--- config.mk ---
export PLATFORM = sky130hd
export DESIGN_NAME = dmem_access_unit
export DESIGN_NICKNAME = d
export VERILOG_FILES = /design/src/rtl/dmem_access_pkg.sv /design/src/rtl/byte_lane_mux.sv /design/src/rtl/dmem_access_unit.sv
export SDC_FILE = /design/constraint.sdc
export NUM_CORES = 1
export LEC_CHECK = 0
export CORE_UTILIZATION = 45
export CTS_CLUSTER_DIAMETER = 30
export DETAILED_ROUTE_END_ITERATION = 8
export PLACE_DENSITY = 0.77
export SKIP_LAST_GASP = 1
export SLEW_MARGIN = 25
export SYNTH_ARGS = -nofsm -noshare
export SYNTH_HDL_FRONTEND = slang
export SYNTH_SLANG_ARGS = --single-unit
--- constraint.sdc ---
create_clock -name clk -period 3.2 [get_ports clk]
set_clock_uncertainty 0.2 [all_clocks]
set_input_delay 0.32 -clock clk [delete_from_list [all_inputs] [get_ports clk]]
set_output_delay 0.32 -clock clk [all_outputs]
set_load 0.05 [all_outputs]
--- src/rtl/dmem_access_pkg.sv ---
// Shared encodings for the DMEM load/store front end: access sizes, FSM states
// and the default DMEM word-index width.
package dmem_access_pkg;

    localparam int unsigned DEF_ADDR_W = 5;

    localparam logic [1:0] SZ_BYTE = 2'b00;
    localparam logic [1:0] SZ_HALF = 2'b01;
    localparam logic [1:0] SZ_WORD = 2'b10;
    localparam logic [1:0] SZ_RSVD = 2'b11;

    typedef enum logic [1:0] {
        IDLE = 2'd0,
        RD   = 2'd1,
        WR   = 2'd2,
        RESP = 2'd3
    } state_e;

    // Reserved size, or a halfword/word not on its natural boundary.
    function automatic logic access_bad(input logic [1:0] size, input logic [1:0] off);
        logic bad;
        bad = 1'b0;
        case (size)
            SZ_BYTE: bad = 1'b0;
            SZ_HALF: bad = off[0];
            SZ_WORD: bad = (off != 2'b00);
            default: bad = 1'b1;
        endcase
        return bad;
    endfunction

endpackage

--- src/rtl/byte_lane_mux.sv ---
// Little-endian lane steering: extracts/extends load data from a DMEM word and
// merges sub-word store data into the captured word, leaving other lanes intact.
module byte_lane_mux
    import dmem_access_pkg::*;
(
    input  logic [1:0]  size_i,
    input  logic [1:0]  offset_i,
    input  logic        sign_ext_i,
    input  logic [31:0] rword_i,
    input  logic [31:0] wdata_i,
    output logic [31:0] ld_data_c_o,
    output logic [31:0] st_word_c_o
);

    logic [7:0]  byte_sel;
    logic [15:0] half_sel;

    // Load path: pick the addressed lane, then replicate bit 7/15 or zero-fill.
    always_comb begin
        byte_sel    = 8'h00;
        half_sel    = 16'h0000;
        ld_data_c_o = rword_i;
        case (offset_i)
            2'd0:    byte_sel = rword_i[7:0];
            2'd1:    byte_sel = rword_i[15:8];
            2'd2:    byte_sel = rword_i[23:16];
            default: byte_sel = rword_i[31:24];
        endcase
        half_sel = offset_i[1] ? rword_i[31:16] : rword_i[15:0];
        case (size_i)
            SZ_BYTE: ld_data_c_o = {{24{sign_ext_i & byte_sel[7]}}, byte_sel};
            SZ_HALF: ld_data_c_o = {{16{sign_ext_i & half_sel[15]}}, half_sel};
            default: ld_data_c_o = rword_i;
        endcase
    end

    // Store path: overwrite only the addressed lane of the read-back word.
    always_comb begin
        st_word_c_o = rword_i;
        case (size_i)
            SZ_BYTE: begin
                case (offset_i)
                    2'd0:    st_word_c_o[7:0]   = wdata_i[7:0];
                    2'd1:    st_word_c_o[15:8]  = wdata_i[7:0];
                    2'd2:    st_word_c_o[23:16] = wdata_i[7:0];
                    default: st_word_c_o[31:24] = wdata_i[7:0];
                endcase
            end
            SZ_HALF: begin
                if (offset_i[1]) begin
                    st_word_c_o[31:16] = wdata_i[15:0];
                end else begin
                    st_word_c_o[15:0] = wdata_i[15:0];
                end
            end
            SZ_WORD: st_word_c_o = wdata_i;
            default: st_word_c_o = rword_i;
        endcase
    end

endmodule

--- src/rtl/dmem_access_unit.sv ---
// Load/store front end for a word-wide DMEM: one request at a time, alignment
// checking, read-modify-write for sub-word stores, extended load data.
module dmem_access_unit
    import dmem_access_pkg::*;
#(
    parameter int unsigned ADDR_W = DEF_ADDR_W
) (
    input  logic              clk,
    input  logic              rst_n,
    input  logic              req,
    input  logic              we,
    input  logic [1:0]        size,
    input  logic              sign_ext,
    input  logic [31:0]       addr,
    input  logic [31:0]       wdata,
    output logic              busy,
    output logic              done,
    output logic              err,
    output logic [31:0]       rdata,
    output logic              dmem_ena,
    output logic              dmem_wena,
    output logic [ADDR_W-1:0] dmem_addr,
    output logic [31:0]       dmem_wdata,
    input  logic [31:0]       dmem_rdata
);

    state_e            state_q, state_d;
    logic              we_q, we_d;
    logic [1:0]        size_q, size_d;
    logic              sext_q, sext_d;
    logic [1:0]        off_q, off_d;
    logic [31:0]       wdata_q, wdata_d;
    logic              busy_q, busy_d;
    logic              done_q, done_d;
    logic              err_q, err_d;
    logic [31:0]       rdata_q, rdata_d;
    logic              ena_q, ena_d;
    logic              wena_q, wena_d;
    logic [ADDR_W-1:0] daddr_q, daddr_d;
    logic [31:0]       dwdata_q, dwdata_d;

    logic [31:0]       ld_data;
    logic [31:0]       st_word;
    logic              unused_addr_hi;

    // Bytes above the DMEM window alias onto it; they are deliberately dropped.
    assign unused_addr_hi = ^addr[31:ADDR_W+2];

    byte_lane_mux u_lane (
        .size_i      (size_q),
        .offset_i    (off_q),
        .sign_ext_i  (sext_q),
        .rword_i     (dmem_rdata),
        .wdata_i     (wdata_q),
        .ld_data_c_o (ld_data),
        .st_word_c_o (st_word)
    );

    always_comb begin
        state_d  = state_q;
        we_d     = we_q;
        size_d   = size_q;
        sext_d   = sext_q;
        off_d    = off_q;
        wdata_d  = wdata_q;
        err_d    = 1'b0;
        rdata_d  = rdata_q;
        daddr_d  = daddr_q;
        dwdata_d = dwdata_q;

        case (state_q)
            IDLE: begin
                if (req) begin
                    we_d    = we;
                    size_d  = size;
                    sext_d  = sign_ext;
                    off_d   = addr[1:0];
                    wdata_d = wdata;
                    daddr_d = addr[ADDR_W+1:2];
                    if (access_bad(size, addr[1:0])) begin
                        state_d = RESP;
                        err_d   = 1'b1;
                    end else if (!we || size != SZ_WORD) begin
                        state_d = RD;
                    end else begin
                        state_d  = WR;
                        dwdata_d = wdata;
                    end
                end
            end
            RD: begin
                if (we_q) begin
                    state_d  = WR;
                    dwdata_d = st_word;
                end else begin
                    state_d = RESP;
                    rdata_d = ld_data;
                end
            end
            WR:      state_d = RESP;
            default: state_d = IDLE;
        endcase

        // Strobes are registered off the next state so they line up with it.
        busy_d = (state_d != IDLE);
        done_d = (state_d == RESP);
        ena_d  = (state_d == RD) || (state_d == WR);
        wena_d = (state_d == WR);
    end

    always_ff @(posedge clk or negedge rst_n) begin
        if (!rst_n) begin
            state_q  <= IDLE;
            we_q     <= 1'b0;
            size_q   <= SZ_BYTE;
            sext_q   <= 1'b0;
            off_q    <= 2'b00;
            wdata_q  <= 32'h0;
            busy_q   <= 1'b0;
            done_q   <= 1'b0;
            err_q    <= 1'b0;
            rdata_q  <= 32'h0;
            ena_q    <= 1'b0;
            wena_q   <= 1'b0;
            daddr_q  <= '0;
            dwdata_q <= 32'h0;
        end else begin
            state_q  <= state_d;
            we_q     <= we_d;
            size_q   <= size_d;
            sext_q   <= sext_d;
            off_q    <= off_d;
            wdata_q  <= wdata_d;
            busy_q   <= busy_d;
            done_q   <= done_d;
            err_q    <= err_d;
            rdata_q  <= rdata_d;
            ena_q    <= ena_d;
            wena_q   <= wena_d;
            daddr_q  <= daddr_d;
            dwdata_q <= dwdata_d;
        end
    end

    assign busy       = busy_q;
    assign done       = done_q;
    assign err        = err_q;
    assign rdata      = rdata_q;
    assign dmem_ena   = ena_q;
    assign dmem_wena  = wena_q;
    assign dmem_addr  = daddr_q;
    assign dmem_wdata = dwdata_q;

endmodule

==> run metrics, run 1 <==
ANT cells 0; GRT Util Overall 28.86%; max cap viols 0; global-route wire length before repair 29270 um; CTS tree yes; Async SR Flop Fraction between 90% and 100%; Data arrival, critical path around 2.6 ns; placed insts between 900 and 1000; Startpoint Class register; Tmin final 2.585 ns; post-synth top area share between 40% and 50%; CTS clk-pin slew, worst paths approximately 0.050 ns; distinct cell type count of the synthesized netlist 45; clk_lat worst skew 0.41 ns; crit-path cells mux4_2 > and2_4 > nor3_4 > o21ai_0; Final Cycle Share around 81%; post-synth top area cell dfrtp_1; RSZ-0062 raised after global routing no; CP Max Fanout 17; Congestion Overflow GR 0; Die Span X approximately 120 um; f_max a little under 0.4 GHz; share of cells above drive strength 1 roughly 12%; vias in the first global route ~5500; Place WS 0.5505 ns; Peak supply drop about 0.62 mV; HPWL after DPL roughly 14000 um; HP Class input pin to asynchronous set/reset pin; Slew Limit Headroom around three fifths; Mapped Nets ~740; worst reg2reg path depth 4; growth of design area from synthesis to finish 37.04%; Final Setup Violations 0; postcts setup bufs 0; CTS max path bufs 2; Crit Path Class register to register; post-synthesis sequential area ratio a little under half; worst slew pin tran between 0.6 and 0.7 ns; setup_tns 0 ns; synthesized instance count about 630; H-tree levels 4; most frequent cells in the layout clkdlybuf4s50_1 (150), dfrtp_1 (114), nand2_1 (106); io pins between 150 and 200; Core Area 0.01277 sq mm; final hold viol count 0; largest net degree at the start of global routing slightly above 50; Buffers on Ports approximately 150; synthesized area per cell roughly 9.5 sq um; DR DRC count 0; overall power 10280 uW; P_leak between 0.003 and 0.004 uW; # nets final just under 900; status finished, final reports clean; EDFF count, synth 0; CTS Buf Count 17; final worst setup slack between 0.6 and 0.7 ns; number of warnings issued by yosys 0; 1st-iter DRT viols 410; row cnt 41; vias post-DR 5515; Layout Cells excl Fill 957; PD cells around 1300 mW/mm^2; Initial Util between 40% and 50%; max incr delay on CP 0.72 ns; top cells by area, synth dfrtp_1 (48%), mux2_2 (7.0%), nand2_1 (6.7%); CTS root buf clkbuf_16; die area between 0.01 and 0.015 sq mm; Yosys reg bits roughly 110; CTS Sinks around 110; DRT antenna net count 0; top_reg_cell synth dfrtp_1; CP required between 3 and 4 ns; 1st-pass router iterations 5; Slowest cell on crit path dfrtp_1; crit end category register; commonest non-fill, non-tap cell in the layout clkdlybuf4s50_1; vias per cell roughly 5.8; GPL Wtd Cong approximately 0.9; drt wl/cell approximately 20 um; Pins Over Slew Limit 0; Die Y-Extent between 100 and 150 um; total wire length 18710 um; synthesized cell area approximately 0.0060 sq mm; initial antenna violation count 0
-- through the flow --
stage	area [sq um]	hold WS (ns)	util, %
2_1_floorplan	5976	-0.1756	-
3_3_place_gp	7632	0.1134	59.75
3_5_place_dp	7632	0.1199	59.75
4_1_cts	8189	0.2365	64.11
5_1_grt	8189	0.2729	64.11
6_report	8189	0.2252	64.11
-- worst max-delay path: cells and delay by family, from the launching register on --
kind / cells / cell delay, ns
flip-flops: 1 / 0.72
multiplexers: 1 / 0.59
AO/OA/AOI/OAI: 1 / 0.22
AND/OR/NAND/NOR: 2 / 0.68
-- cells by family (layout without fill, tap and decap cells) --
| family | Yosys count | after routing | synth area share, % |
|---|---|---|---|
| AO/OA/AOI/OAI | 211 | 211 | 22.15 |
| adder cells (fa/ha/maj) | 7 | 7 | 1.466 |
| buffers and inverters | 62 | 216 | 4.627 |
| flip-flops | 114 | 114 | 47.74 |
| multiplexers | 59 | 59 | 10.87 |
| AND/OR/NAND/NOR | 178 | 178 | 13.15 |
-- report_power, final --
group | switching [uW] | internal [uW] | total, uW
Clock | 603 | 1130 | 1730
Sequential | 636 | 2170 | 2810
Combinational | 3700 | 2050 | 5740
Total | 4930 | 5350 | 10300
-- cell type report --
cell class | count | area, sq um
Clock buffer | 24 | 491.7
Multi-Input combinational cell | 455 | 2851
Timing Repair Buffer | 169 | 1659
Tap cell | 172 | 215.2
Clock inverter | 6 | 55.05
Inverter | 17 | 63.81
Sequential cell | 114 | 2853
Fill cell | 1031 | 4584
-- what timing repair did --
action	CTS	global route
resized for setup	0	0
hold buffers	1	0
endpoints found under the hold margin	37	0
-- worst paths after layout --
check / startpoint / slack, ns / end
hold reg to reg: dmem_wdata[11] / 0.27 / dmem_wdata[11]
setup reg to reg: off_q[1] / 0.61 / rdata[31]
max in group asynchronous: rst_n / 1.81 / dmem_addr[1]
setup / recovery: off_q[1] / 0.61 / rdata[31]
hold / removal: rst_n / 0.23 / rdata[4]
min in group clk: dmem_wdata[11] / 0.27 / dmem_wdata[11]
-- flip-flops by register name (all words and copies together), names as in the netlist --
| signal | flops |
|---|---|
| we_q | 1 |
| wdata_q | 32 |
| dmem_addr | 5 |
| size_q | 2 |
| sext_q | 1 |
| err | 1 |
| rdata | 32 |
| dmem_wena | 1 |
| done | 1 |
| off_q | 2 |
| busy | 1 |
| state_q | 2 |
| dmem_ena | 1 |
| dmem_wdata | 32 |
-- routing by layer --
layer	wire, um	up-vias	share of wire [%]	global-route usage [%]
met2	8751	249	47	45.29
met3	1250	42	6.7	5.716
met5	0	-	0	0
met4	543	0	2.9	13.84
li1	-	2553	-	-
met1	8159	2671	44	38.37
-- cell usage after synthesis, types with 13 or more instances --
library cell	count
dfrtp_1	114
o22ai_1	15
a21oi_1	59
buf_2	16
o211ai_1	17
o21ai_0	54
a221oi_1	14
o31ai_1	13
nand2_1	107
mux2_2	37
clkbuf_1	23
inv_1	16
nor2_1	39
mux2i_1	21
Note: power is estimated with default switching activity, not from simulation.
==> inputs of run 2 (changes only) <==
- clock period: 3.2 -> 2.65 ns (I/O delays scaled with it)
==> run 2 against run 1 <==
Register-to-register slack worse by 0.27 ns. Core utilization rose by 0.63 points. Clock power increased by 25%. Routed wire length grew 1.0%. Critical path depth grew 2. Sequential power up 18%. Critical path type unchanged. Highest routed layer unchanged.
==> run metrics, run 2 (synthesis gave the netlist of run 1 again) <==
status finished, final reports clean; delay-heaviest family, CP simple AND/OR/NAND/NOR gates; Peak supply drop 0.7178 mV (+16%); vias per cell 5.832 (+1.2%); CTS Buf Count 17 (unchanged); max cap viols 0 (unchanged); CTS clk-pin slew, worst paths 0.06 ns (about the same); Congestion Overflow GR 0 (unchanged); HP Class input pin to asynchronous set/reset pin; share of cells above drive strength 1 13.48% (+1.4 points); final core occ 64.74% (+0.63 points); Final Cycle Share 86.86% (+6.1 points); Data arrival, critical path 2.41 ns (-0.23 ns); CTS Sinks 114 (unchanged); GRT Util Overall 28.43% (-0.43 points); RSZ-0062 raised after global routing no; crit path launch state_q[1]; final worst setup slack 0.3482 ns (-0.2667 ns); drt wl/cell 19.57 um (+0.11%); Fill cells 982 (-4.8%); Slowest cell on crit path and3_1; postcts setup bufs 0 (unchanged); crit-path cells inv_1 > ha_1 > nor2b_2 > and3_1 > a21oi_1 > o21ai_0; final hold viol count 0 (unchanged); Buffers on Ports 151 (unchanged); CP Max Fanout 16 (-1); Slew Limit Headroom 58.13% (+0.075 points); initial antenna violation count 0 (unchanged); commonest non-fill, non-tap cell in the layout clkdlybuf4s50_1; # nets final 891 (+0.79%); PD cells 1518 mW/mm^2 (+21%); CP required 2.76 ns (-0.49 ns); Crit Path Class register to register; Pins Over Slew Limit 0 (unchanged); vias in the first global route 5309 (-3.5%); Tmin final 2.302 ns (-0.2833 ns); growth of design area from synthesis to finish 38.38%; hold_buf cts 1 (unchanged); Startpoint Class register; Worst Path Buf+Inv 1 (+1); 1st-iter DRT viols 374 (-8.8%); Final Setup Violations 0 (unchanged); Initial Util 46.78% (unchanged); P_leak 0.003522 uW (+0.78%); most frequent cells in the layout clkdlybuf4s50_1 (150), dfrtp_1 (114), nand2_1 (106); DR DRC count 0 (unchanged); global-route wire length before repair 28880 um (-1.3%); clk_lat worst skew 0.41 ns (about the same); f_max 0.4344 GHz (+12%); CTS root buf clkbuf_16; CTS tree yes; GPL Wtd Cong 0.9083 (+2.0%); DRT antenna net count 0 (unchanged); worst slew pin tran 0.6257 ns (+0.0007548 ns); Die Y-Extent 117.2 um (unchanged); worst r2r src state_q[1]; die area 0.01374 sq mm (unchanged); io pins 177 (unchanged); vias post-DR 5634 (+2.2%); Layout Cells excl Fill 966 (+0.94%); row cnt 41 (unchanged); 1st-pass router iterations 5 (unchanged); crit end category register; R2R setup slack 0.35 ns (-0.27 ns); Core Area 0.01277 sq mm (unchanged); max incr delay on CP 0.59 ns (-0.13 ns); placed insts 933 (+0.76%); CTS max path bufs 2 (unchanged); Place WS 0.07508 ns (-0.4755 ns); ANT cells 0 (unchanged); # resized after CTS 0 (unchanged); total wire length 18900 um (+1.0%); largest net degree at the start of global routing 52 (+2.0%); HPWL after DPL 13840 um (+1.7%); setup_tns 0 ns (unchanged); H-tree levels 4 (unchanged); Die Span X 117.2 um (unchanged)
==> run 2: changes by cell type in the layout (fill, tap and decap cells not counted) <==
cell and delta:
clkinvlp_4 +4, clkinv_2 -2, buf_4 +6, clkbuf_1 -3
buf_12 +1, clkinv_4 +4, clkbuf_8 -4, inv_6 +3
==> run 2: layer usage <==
layer / routed length, um / global-route usage, % / share of wire [%] / vias up
met1: 8124 / 38.69 / 43 / 2752
li1: - / - / - / 2577
met5: 0 / 0 / 0 / -
met4: 252 / 9.451 / 1.3 / 0
met2: 9187 / 46.98 / 49 / 279
met3: 1337 / 3.708 / 7.1 / 26
==> run 2: worst reg2reg max path: cells and delay by family (launching register included) <==
kind                       cells  cell delay [ns]
and+or+nand+nor                2             0.89
buffers and inverters          1             0.10
adders and majority gates      1             0.30
AOI/OAI and AO/OA              2             0.30
DFF                            1             0.40
==> run 2: where the power goes <==
group          switching [uW]  internal, uW  leakage, uW
logic                    4550          2530      0.00187
registers                 687          2620      0.00139
clock network             861          1290     0.000266
==> run 2: final timing paths <==
path / to / depth (start not counted)
worst max register to register: rdata[30] / 6
min in group clk: wdata_q[25] / 3
max in group asynchronous: dmem_wdata[28] / 3
worst max-delay path: rdata[30] / 6
worst min register to register: dmem_wdata[10] / 2
worst min-delay path: rdata[6] / 2
==> run 2: area by class of cell <==
type | count | area [sq um] | share of cell area (%)
clock buffer | 17 | 425.4 | 5.145
inverter | 17 | 63.81 | 0.7717
tap | 172 | 215.2 | 2.603
timing repair buffer | 176 | 1724 | 20.85
clock inverter | 15 | 136.4 | 1.649
multi-input combinational | 455 | 2851 | 34.48
sequential | 114 | 2853 | 34.50
==> run 2: metrics by stage <==
stage	hold slack (ns)	instance area [sq um]	power [uW]
floorplan	-0.2306	5976	8032
global placement	0.1072	7697	10140
detailed placement	0.1124	7697	10340
CTS	0.2305	8269	12540
global route	0.2612	8269	13230
finish	0.2059	8269	12550
==> inputs of run 3 (changes only) <==
- CORE_ASPECT_RATIO: default -> 1.4
==> run 3 against run 2 <==
Register-to-register slack worse by 0.14 ns. Combinational power hardly changed. Critical path depth is 2 lower. Hold slack worse by 0.0079 ns. Final area is 2.1% higher. First-iteration DRC count is 39% higher. Worst setup slack worse by 0.14 ns. Critical path type unchanged. Largest cell class unchanged. Global-route usage is 0.26 points higher. Clock-buffer cell count is 2 higher. Die area hardly changed. Fmax is 5.6% lower.
==> run metrics, run 3 (synthesis gave the netlist of run 1 again) <==
crit-path cells mux4_2 > and2_4 > nor3_4 > o21ai_0; part of the power in registers 25.0% (-1.4 points); Final Cycle Share 91.98% (+5.1 points); initial antenna violation count 0 (unchanged); Initial Util 46.41% (-0.37 points); most frequent cells in the layout clkdlybuf4s50_1 (150), dfrtp_1 (114), nand2_1 (106); Net Sw Frac 45.56% (-3.1 points); placed insts 915 (-1.9%); GRT Util Overall 28.70% (+0.26 points); status finished, final reports clean; CTS clk-pin slew, worst paths 0.06 ns (about the same); CTS Buf Count 17 (unchanged); Peak supply drop 0.7958 mV (+11%); Layout Cells excl Fill 948 (-1.9%); Startpoint Class register; commonest non-fill, non-tap cell in the layout clkdlybuf4s50_1; vias per cell 5.995 (+2.8%); clk_lat worst skew 0.42 ns (about the same); vias in the first global route 5718 (+7.7%); postcts setup bufs 0 (unchanged); Die Span X 99.39 um (-15%); GPL Wtd Cong 0.9299 (+2.4%); Final Setup Violations 0 (unchanged); Slowest cell on crit path dfrtp_1; max cap viols 0 (unchanged); CTS Sinks 114 (unchanged); max incr delay on CP 0.63 ns (+0.04 ns); 1st-pass router iterations 5 (unchanged); CTS tree yes; largest net degree at the start of global routing 48 (-7.7%); Worst Path Buf+Inv 0 (-1); Slew Limit Headroom 57.92% (-0.21 points); DR DRC count 0 (unchanged); 1st-iter DRT viols 521 (+39%); H-tree levels 4 (unchanged); R2R setup slack 0.21 ns (-0.14 ns); row cnt 49 (+20%); Crit Path Class register to register; Congestion Overflow GR 0 (unchanged); CTS root buf clkbuf_16; share of cells above drive strength 1 13.58% (+0.11 points); power share of the clock group 21.9% (+4.7 points); Die Y-Extent 138.4 um (+18%); HP Class input pin to asynchronous set/reset pin; drt wl/cell 20.21 um (+3.3%); ANT cells 0 (unchanged); crit end category register; delay-heaviest family, CP simple AND/OR/NAND/NOR gates; vias post-DR 5683 (+0.87%); final hold viol count 0 (unchanged); Tmin final 2.438 ns (+0.1357 ns); Buffers on Ports 151 (unchanged); HPWL after DPL 14020 um (+1.3%); growth of design area from synthesis to finish 41.35%; # nets final 892 (+0.11%); f_max 0.4102 GHz (-5.6%); total wire length 19160 um (+1.4%); internal power 7270 uW (+13%); global-route wire length before repair 30390 um (+5.3%); sw power 6085 uW (-0.27%); CTS max path bufs 2 (unchanged); die area 0.01375 sq mm (about the same); worst slew pin tran 0.6312 ns (+0.005513 ns); setup_tns 0 ns (unchanged); PD cells 1581 mW/mm^2 (+4.2%); RSZ-0062 raised after global routing no; CP required 2.72 ns (-0.04 ns); P_leak 0.003623 uW (+2.9%); Comb power frac 53.1% (-3.4 points); DRT antenna net count 0 (unchanged); Pins Over Slew Limit 0 (unchanged); CP Max Fanout 16 (unchanged); WHS 0.1980 ns (-0.007931 ns); io pins 177 (unchanged); Data arrival, critical path 2.51 ns (+0.10 ns); Core Area 0.01287 sq mm (+0.79%)
## run 3: cell count changes in the layout (fill, tap and decap cells not counted), sizes merged
cell / before / now
inv: 19 / 16
clkinvlp: 4 / 2
bufinv: 1 / 9
clkbuf: 17 / 19
clkinv: 8 / 3
buf: 25 / 26
## run 3: power by group through the flow
stage / clock, uW / combinational, uW / sequential, uW
global route: 3020 / 7590 / 3420
CTS: 2940 / 7050 / 3310
finish: 2920 / 7090 / 3340
detailed placement: 0 / 7010 / 3330
global placement: 0 / 6850 / 3280
floorplan: 0 / 3070 / 4960
## run 3: per-stage QoR
step | cell area [sq um] | total power [uW] | setup slack, ns | util, %
after detailed placement | 7681 | 10340 | 0.1147 | 59.66
after global placement | 7681 | 10130 | 0.1798 | 59.66
after CTS | 8447 | 13310 | 0.2390 | 65.61
after global routing | 8447 | 14040 | 0.1081 | 65.61
final | 8447 | 13360 | 0.2124 | 65.61
after floorplan | 5976 | 8032 | 0.6705 | -
## run 3: layout make-up
type,count,area (sq um)
Clock buffer,19,452.9
Clock inverter,13,302.8
Fill cell,1040,4428
Inverter,17,63.81
Multi-Input combinational cell,455,2851
Sequential cell,114,2853
Tap cell,153,191.4
Timing Repair Buffer,177,1732
## run 3: repair_timing
item,CTS,global route
endpoints found under the hold margin,44,0
gates resized for setup,0,0
hold buffers,1,0
## run 3: routing by layer
metal | part of all wire (%) | track usage, % | vias to the layer above | wire length [um]
li1 | - | - | 2574 | -
met3 | 5.6 | 4.449 | 63 | 1064
met1 | 39 | 35.47 | 2767 | 7550
met4 | 4.0 | 14.86 | 0 | 763
met5 | 0 | 0 | - | 0
met2 | 51 | 48.17 | 279 | 9783
## run 3: worst paths after layout
path,from,endpoint,depth (start not counted)
min,rst_n,rdata[20],2
max reg2reg,off_q[1],rdata[16],4
min reg2reg,dmem_wdata[9],dmem_wdata[9],2
max,off_q[1],rdata[16],4
min in group clk,wdata[30],wdata_q[30],3
max in group asynchronous,rst_n,dmem_wdata[9],3
